### config.mk
export PLATFORM = sky130hd
export DESIGN_NAME = bit_serial_adder_flat
export DESIGN_NICKNAME = d
export VERILOG_FILES = /design/src/rtl/bit_serial_adder_if.sv /design/src/rtl/bit_serial_adder.sv /design/src/flat_wrapper.sv
export SDC_FILE = /design/constraint.sdc
export NUM_CORES = 1
export LEC_CHECK = 0
export ABC_AREA = 1
export CORE_UTILIZATION = 30
export CTS_BUF_LIST = sky130_fd_sc_hd__clkbuf_4 sky130_fd_sc_hd__clkbuf_8
export CTS_CLUSTER_DIAMETER = 200
export DETAILED_ROUTE_END_ITERATION = 12
export PLACE_DENSITY_LB_ADDON = 0.08
export SYNTH_ARGS = -nofsm -noshare
export SYNTH_HDL_FRONTEND = slang
export SYNTH_SLANG_ARGS = --single-unit
### constraint.sdc
create_clock -name clk -period 1.99 [get_ports clk]
set_clock_uncertainty 0.2 [all_clocks]
set_input_delay 0.398 -clock clk [delete_from_list [all_inputs] [get_ports clk]]
set_output_delay 0.398 -clock clk [all_outputs]
set_load 0.05 [all_outputs]
### src/rtl/bit_serial_adder_if.sv
// Operand/result bundle for bit_serial_adder: start/busy/done handshake plus operands and result.
// With BIT_SERIAL_ADDER_SUB_EN defined, a 'sub' request bit is carried alongside the operands.
interface bit_serial_adder_if #(
  parameter int WIDTH = 8
);
  logic             start;
  logic [WIDTH-1:0] a;
  logic [WIDTH-1:0] b;
  logic             cin;
`ifdef BIT_SERIAL_ADDER_SUB_EN
  logic             sub;
`endif
  logic             busy;
  logic             done;
  logic [WIDTH-1:0] sum;
  logic             cout;

  modport master (
    output start, a, b, cin,
`ifdef BIT_SERIAL_ADDER_SUB_EN
    output sub,
`endif
    input  busy, done, sum, cout
  );

  modport slave (
    input  start, a, b, cin,
`ifdef BIT_SERIAL_ADDER_SUB_EN
    input  sub,
`endif
    output busy, done, sum, cout
  );
endinterface

### src/rtl/bit_serial_adder.sv
// Bit-serial adder: streams two WIDTH-bit operands LSB-first through one full adder and a carry flop.
// Optional subtract mode (b inverted, carry-in forced to 1) is enabled by BIT_SERIAL_ADDER_SUB_EN.
module bit_serial_adder #(
  parameter int WIDTH = 8
) (
  input  logic               clk,
  input  logic               rst,
  bit_serial_adder_if.slave  bus
);

  localparam int CW = $clog2(WIDTH);
  localparam logic [CW-1:0] LAST = CW'(WIDTH - 1);

  typedef enum logic [1:0] {
    IDLE  = 2'd0,
    SHIFT = 2'd1,
    DONE  = 2'd2
  } state_t;

  state_t           state;
  state_t           state_next;
  logic [WIDTH-1:0] a_sr;
  logic [WIDTH-1:0] b_sr;
  logic             carry;
  logic [CW-1:0]    count;
  logic [WIDTH-1:0] sum_q;
  logic             cout_q;
  logic             busy;
  logic             done;

  // One full-adder cell on the current LSBs.
  logic fa_s;
  logic fa_c;
  assign fa_s = a_sr[0] ^ b_sr[0] ^ carry;
  assign fa_c = (a_sr[0] & b_sr[0]) | (a_sr[0] & carry) | (b_sr[0] & carry);

  // Operand B and carry-in as loaded on an accepted start.
  logic [WIDTH-1:0] b_load;
  logic             carry_load;
`ifdef BIT_SERIAL_ADDER_SUB_EN
  assign b_load     = bus.sub ? ~bus.b : bus.b;
  assign carry_load = bus.sub ? 1'b1 : bus.cin;
`else
  assign b_load     = bus.b;
  assign carry_load = bus.cin;
`endif

  // NOTE: sequential state uses non-blocking assignments so every flop samples pre-edge values.
  always_ff @(posedge clk or posedge rst) begin
    if (rst) begin
      state <= IDLE;
    end else begin
      state <= state_next;
    end
  end

  // NOTE: every variable written here gets a default first, so no latch can be inferred.
  always_comb begin
    state_next = state;
    case (state)
      IDLE:    if (bus.start) state_next = SHIFT;
      SHIFT:   if (count == LAST) state_next = DONE;
      DONE:    state_next = IDLE;
      default: state_next = IDLE;
    endcase
  end

  // Handshake outputs are pure decodes of the registered state.
  always_comb begin
    busy = 1'b0;
    done = 1'b0;
    case (state)
      SHIFT:   busy = 1'b1;
      DONE:    done = 1'b1;
      default: ;
    endcase
  end

  always_ff @(posedge clk or posedge rst) begin
    if (rst) begin
      a_sr   <= '0;
      b_sr   <= '0;
      carry  <= 1'b0;
      count  <= '0;
      sum_q  <= '0;
      cout_q <= 1'b0;
    end else begin
      case (state)
        IDLE: begin
          if (bus.start) begin
            a_sr   <= bus.a;
            b_sr   <= b_load;
            carry  <= carry_load;
            count  <= '0;
            sum_q  <= '0;
            cout_q <= 1'b0;
          end
        end
        SHIFT: begin
          carry <= fa_c;
          sum_q <= {fa_s, sum_q[WIDTH-1:1]};
          a_sr  <= a_sr >> 1;
          b_sr  <= b_sr >> 1;
          // Saturate at the last step so the counter never wraps.
          if (count == LAST) begin
            cout_q <= fa_c;
          end else begin
            count <= count + CW'(1);
          end
        end
        default: ;
      endcase
    end
  end

  assign bus.busy = busy;
  assign bus.done = done;
  assign bus.sum  = sum_q;
  assign bus.cout = cout_q;

endmodule

### src/flat_wrapper.sv
// flat-port wrapper written by rule: the top's interface ports become plain ports
module bit_serial_adder_flat 
#(
  parameter int WIDTH = 8
)
  (clk, rst, bus_start, bus_a, bus_b, bus_cin, bus_busy, bus_done, bus_sum, bus_cout);
  bit_serial_adder_if #(.WIDTH(WIDTH)) bus_i ();
  input  logic clk;
  input  logic rst;
  input wire logic [$bits(bus_i.start)-1:0] bus_start;
  input wire logic [$bits(bus_i.a)-1:0] bus_a;
  input wire logic [$bits(bus_i.b)-1:0] bus_b;
  input wire logic [$bits(bus_i.cin)-1:0] bus_cin;
  output wire logic [$bits(bus_i.busy)-1:0] bus_busy;
  output wire logic [$bits(bus_i.done)-1:0] bus_done;
  output wire logic [$bits(bus_i.sum)-1:0] bus_sum;
  output wire logic [$bits(bus_i.cout)-1:0] bus_cout;
  assign bus_i.start = bus_start;
  assign bus_i.a = bus_a;
  assign bus_i.b = bus_b;
  assign bus_i.cin = bus_cin;
  assign bus_busy = bus_i.busy;
  assign bus_done = bus_i.done;
  assign bus_sum = bus_i.sum;
  assign bus_cout = bus_i.cout;
  bit_serial_adder #(.WIDTH(WIDTH)) u_core (.clk(clk), .rst(rst), .bus(bus_i));
endmodule
==> results by stage <==
CTS:
- The clock drives 31 sinks.
- CTS built an H-tree with a depth of 2.
- The number of resized instances in the post-cts repair step is 0.
- The number of buffers added by the clock tree synthesis step is 5.
- The worst-case clock buffer depth is 2.
- The clock root buffer master is clkbuf_8.
- For the worst-skew pair, the clock arrives at the later sink with an insertion delay of about 0.28 ns.
- After clock tree synthesis, the flow added hold-fix buffers numbering 0.
- The number of setup buffers added after CTS is 0.
- The clock transition at the register clock pins on the worst setup and hold paths after CTS is around 0.07 ns.
- TritonCTS built the clock tree.

Yosys:
- After synthesis, the share of flip-flops with an asynchronous set or reset is 100%.
- Synthesis produced a netlist whose cell count is 194.
- Counting flops and latches in the post-synthesis netlist gives 31.
- When the netlist entered floorplanning its net count stood at approximately 220.
- The post-synthesis simple-gate area fraction is 37.0%.
- The leading area contributor after synthesis is dfrtp_1.
- The commonest cells after synthesis are nand2_1, nand3_1, dfrtp_1.
- The post-synthesis instance area is roughly 0.0015 mm^2.
- The number of warnings printed during yosys synthesis is 0.
- Of the post-synthesis cell area, the part taken by muxes is 0%.
- In this run the mean area of a mapped cell was approximately 7.8 um^2.
- In the post-synthesis netlist, the biggest area contributors are dfrtp_1, nand2_1, nand3_1, buf_2, inv_1.
- The compound-gate portion of the synthesized area is around 2.3%.
- The sequential cell area fraction in the yosys report is 51.4%.
- In this run, distinct cell masters in the synthesized netlist total 12.
- The adder-cell area share of the yosys netlist is 2.99%.
- By instance count, the leading cell after synthesis is nand2_1.
- By area, the combinational part of the netlist is dominated by simple AND/OR/NAND/NOR gates.
- The top cell type's share of synthesized area is ~51%.
- Yosys mapped a number of flops with a built-in enable equal to 0.
- The main flop type after synthesis is dfrtp_1.
- Of the total synthesized cell area, the portion taken by XOR and XNOR cells is 0%.

Routing:
- The total via count in the routed design is 1362.
- The violation count after the first detailed-routing iteration is 44.
- After detailed routing, the average wire length per cell comes to 12.2 um.
- The detailed-router iteration count before antenna repair is 4.
- The number of vias per cell after detailed routing is 4.60.
- For this block, the routed nets add up to 3620 um of wire.
- After detailed routing, the number of remaining DRC violations is 0.
- The detail route stage leaves a number of antenna-violating nets equal to 0.

Worst setup path:
- Along the worst path, the maximum fanout reaches 8.
- Data on the critical path arrives at its endpoint at 1.30 ns.
- The worst setup slack for register-to-register paths is 0.26 ns.
- The element type at the critical path start is a flop.
- The critical path is of the flop to output pin type.
- The kind of capture point of the worst setup path is an output pin.
- STA puts the critical path data required time at roughly 1.4 ns.

STA:
- At the pin with the least slew margin, the transition time is 0.402 ns.
- Setup violations remaining at the end of the flow were counted as 0.
- The post-route fraction of the period consumed by the critical path is 95.2%.
- The smallest clock period supported by the final layout is computed as 1.89 ns.
- In this run the tightest slew margin relative to its limit is 73.2%.
- The final number of hold-violating endpoints was 0.
- Setup repair after global routing left no endpoint under its margin.
- The final number of max-transition violations is 0.
- The setup TNS after final layout is 0 ns.
- Derived from the worst setup path, the maximum achievable clock frequency is 528 MHz.

Final layout:
- The share of cells above drive strength 1 is 13.5%.
- 0 antenna diodes ended up in the layout.
- After routing the design area is 0.00202 mm^2.
- The count of nets after finishing is ~250.
- Relative to the synthesized area, the layout overhead comes to 34.1%.

Place:
- In this run the cell area measured after placement is 0.00191 mm^2.
- Routability-driven placement finished with a final weighted congestion of 0.742.
- The count of buffers added on input and output ports is 30.
- The detailed placer's ending HPWL is about 2400 um.

Job:
- The tool flagged a number of max-cap violations equal to 0.

Power:
- The worst IR drop on VDD is 0.909 mV.
- The leakage power of the design is between 0.001 and 0.0015 uW.
- The power density over the cells is 1620 mW/mm^2.

Worst hold path:
- The class of the most critical hold timing path is primary input to asynchronous set/reset pin.

Global routing:
- For met2 alone, demand over resource in global routing was 22.1%.
- Global routing consumed, on the met3 layer, 5.11% of the routing resources.
- Entering global routing, the biggest net connects 32 pins.
- The global-route wire length before repair is roughly 5900 um.
- The layer flagged by global routing as most heavily used is met2.
- The via count of the first global-routing pass is 1215.
- The initial antenna violation count is 0.
- After global routing the overflow that remains totals 0.
- The met1 usage in global routing is around a fifth.
- The total track usage is 15.2%.

Floorplan:
- The starting utilization of the core area is 31.5%.
- The area of the core region is 0.00479 mm^2.
- In this run the vertical extent of the chip is 72.9 um.
- In this run the horizontal extent of the chip is 72.9 um.
- The number of core rows is 25.
- The I/O pin count is 31.
- The die covers 0.00532 mm^2.

Run status:
- The run finished with clean final reports.
[final timing paths]
kind | start | endpoint | depth (start not counted)
min in group clk | u_core.count[1] | u_core.count[1] | 2
worst min-delay path | rst | u_core.bus.sum[4] | 3
worst max register to register | u_core.state[1] | u_core.bus.sum[3] | 4
max in group asynchronous | rst | u_core.b_sr[2] | 3
worst min register to register | u_core.count[1] | u_core.count[1] | 2
worst max-delay path | u_core.state[0] | bus_busy | 3
[sequential cells by signal, indices dropped and copies added, names as in the netlist]
register and flops:
u_core.carry 1, u_core.a_sr 8, u_core.state 2, u_core.b_sr 8
u_core.bus.cout 1, u_core.bus.sum 8, u_core.count 3
[through the flow]
| step | power, uW | worst slack, ns | cells | util, % | hold slack (ns) |
|---|---|---|---|---|---|
| 3_5_place_dp | 2670 | 0.194 | 288 | 39.8 | 0.295 |
| 2_1_floorplan | 2160 | 0.108 | 194 | - | 0.273 |
| 6_report | 3290 | 0.0954 | 296 | 42.3 | 0.299 |
| 5_1_grt | 3550 | 0.00126 | 296 | 42.3 | 0.327 |
| 3_3_place_gp | 2660 | 0.257 | 288 | 39.8 | 0.290 |
| 4_1_cts | 3320 | 0.0911 | 296 | 42.3 | 0.312 |
[area by class of cell]
class	count	area, um^2
fill	506	2760
sequential	31	776
multi-input combinational	141	638
timing repair buffer	37	363
tap	67	83.8
clock buffer	6	82.6
inverter	12	45.0
clock inverter	2	35.0
[cells by family after synthesis]
family / count (synthesis)
compound gates: 7
simple gates: 131
buf+inv: 22
flops: 31
fa+ha+maj: 3
[layout by cell type (no fill, tap or decap), drive strengths merged]
cell type       n
o21ai           7
nor2            5
ha              2
dfrtp          31
buf            18
inv            12
nand2          81
clkinv          1
fa              1
bufinv          1
nand3          45
clkbuf          6
clkdlybuf4s50  19
[where the power goes]
part	internal, uW	total, uW	switching (uW)
registers	899	1060	164
logic	558	1590	1030
clock network	405	634	230
total	1860	3290	1430
[per-layer routing]
metal | up-vias | part of all wire [%] | routed length [um]
met4 | 0 | 0.55 | 20
li1 | 688 | - | -
met3 | 2 | 5.3 | 193
met2 | 34 | 45 | 1620
met1 | 638 | 49 | 1780
met5 | - | 0 | 0
[worst max-delay path, cell delays in order, from the launching register on]
cell     delay, ns
dfrtp_1       0.49
inv_1         0.08
nor2_2        0.26
buf_12        0.18
(Power assumes the default switching activity.)
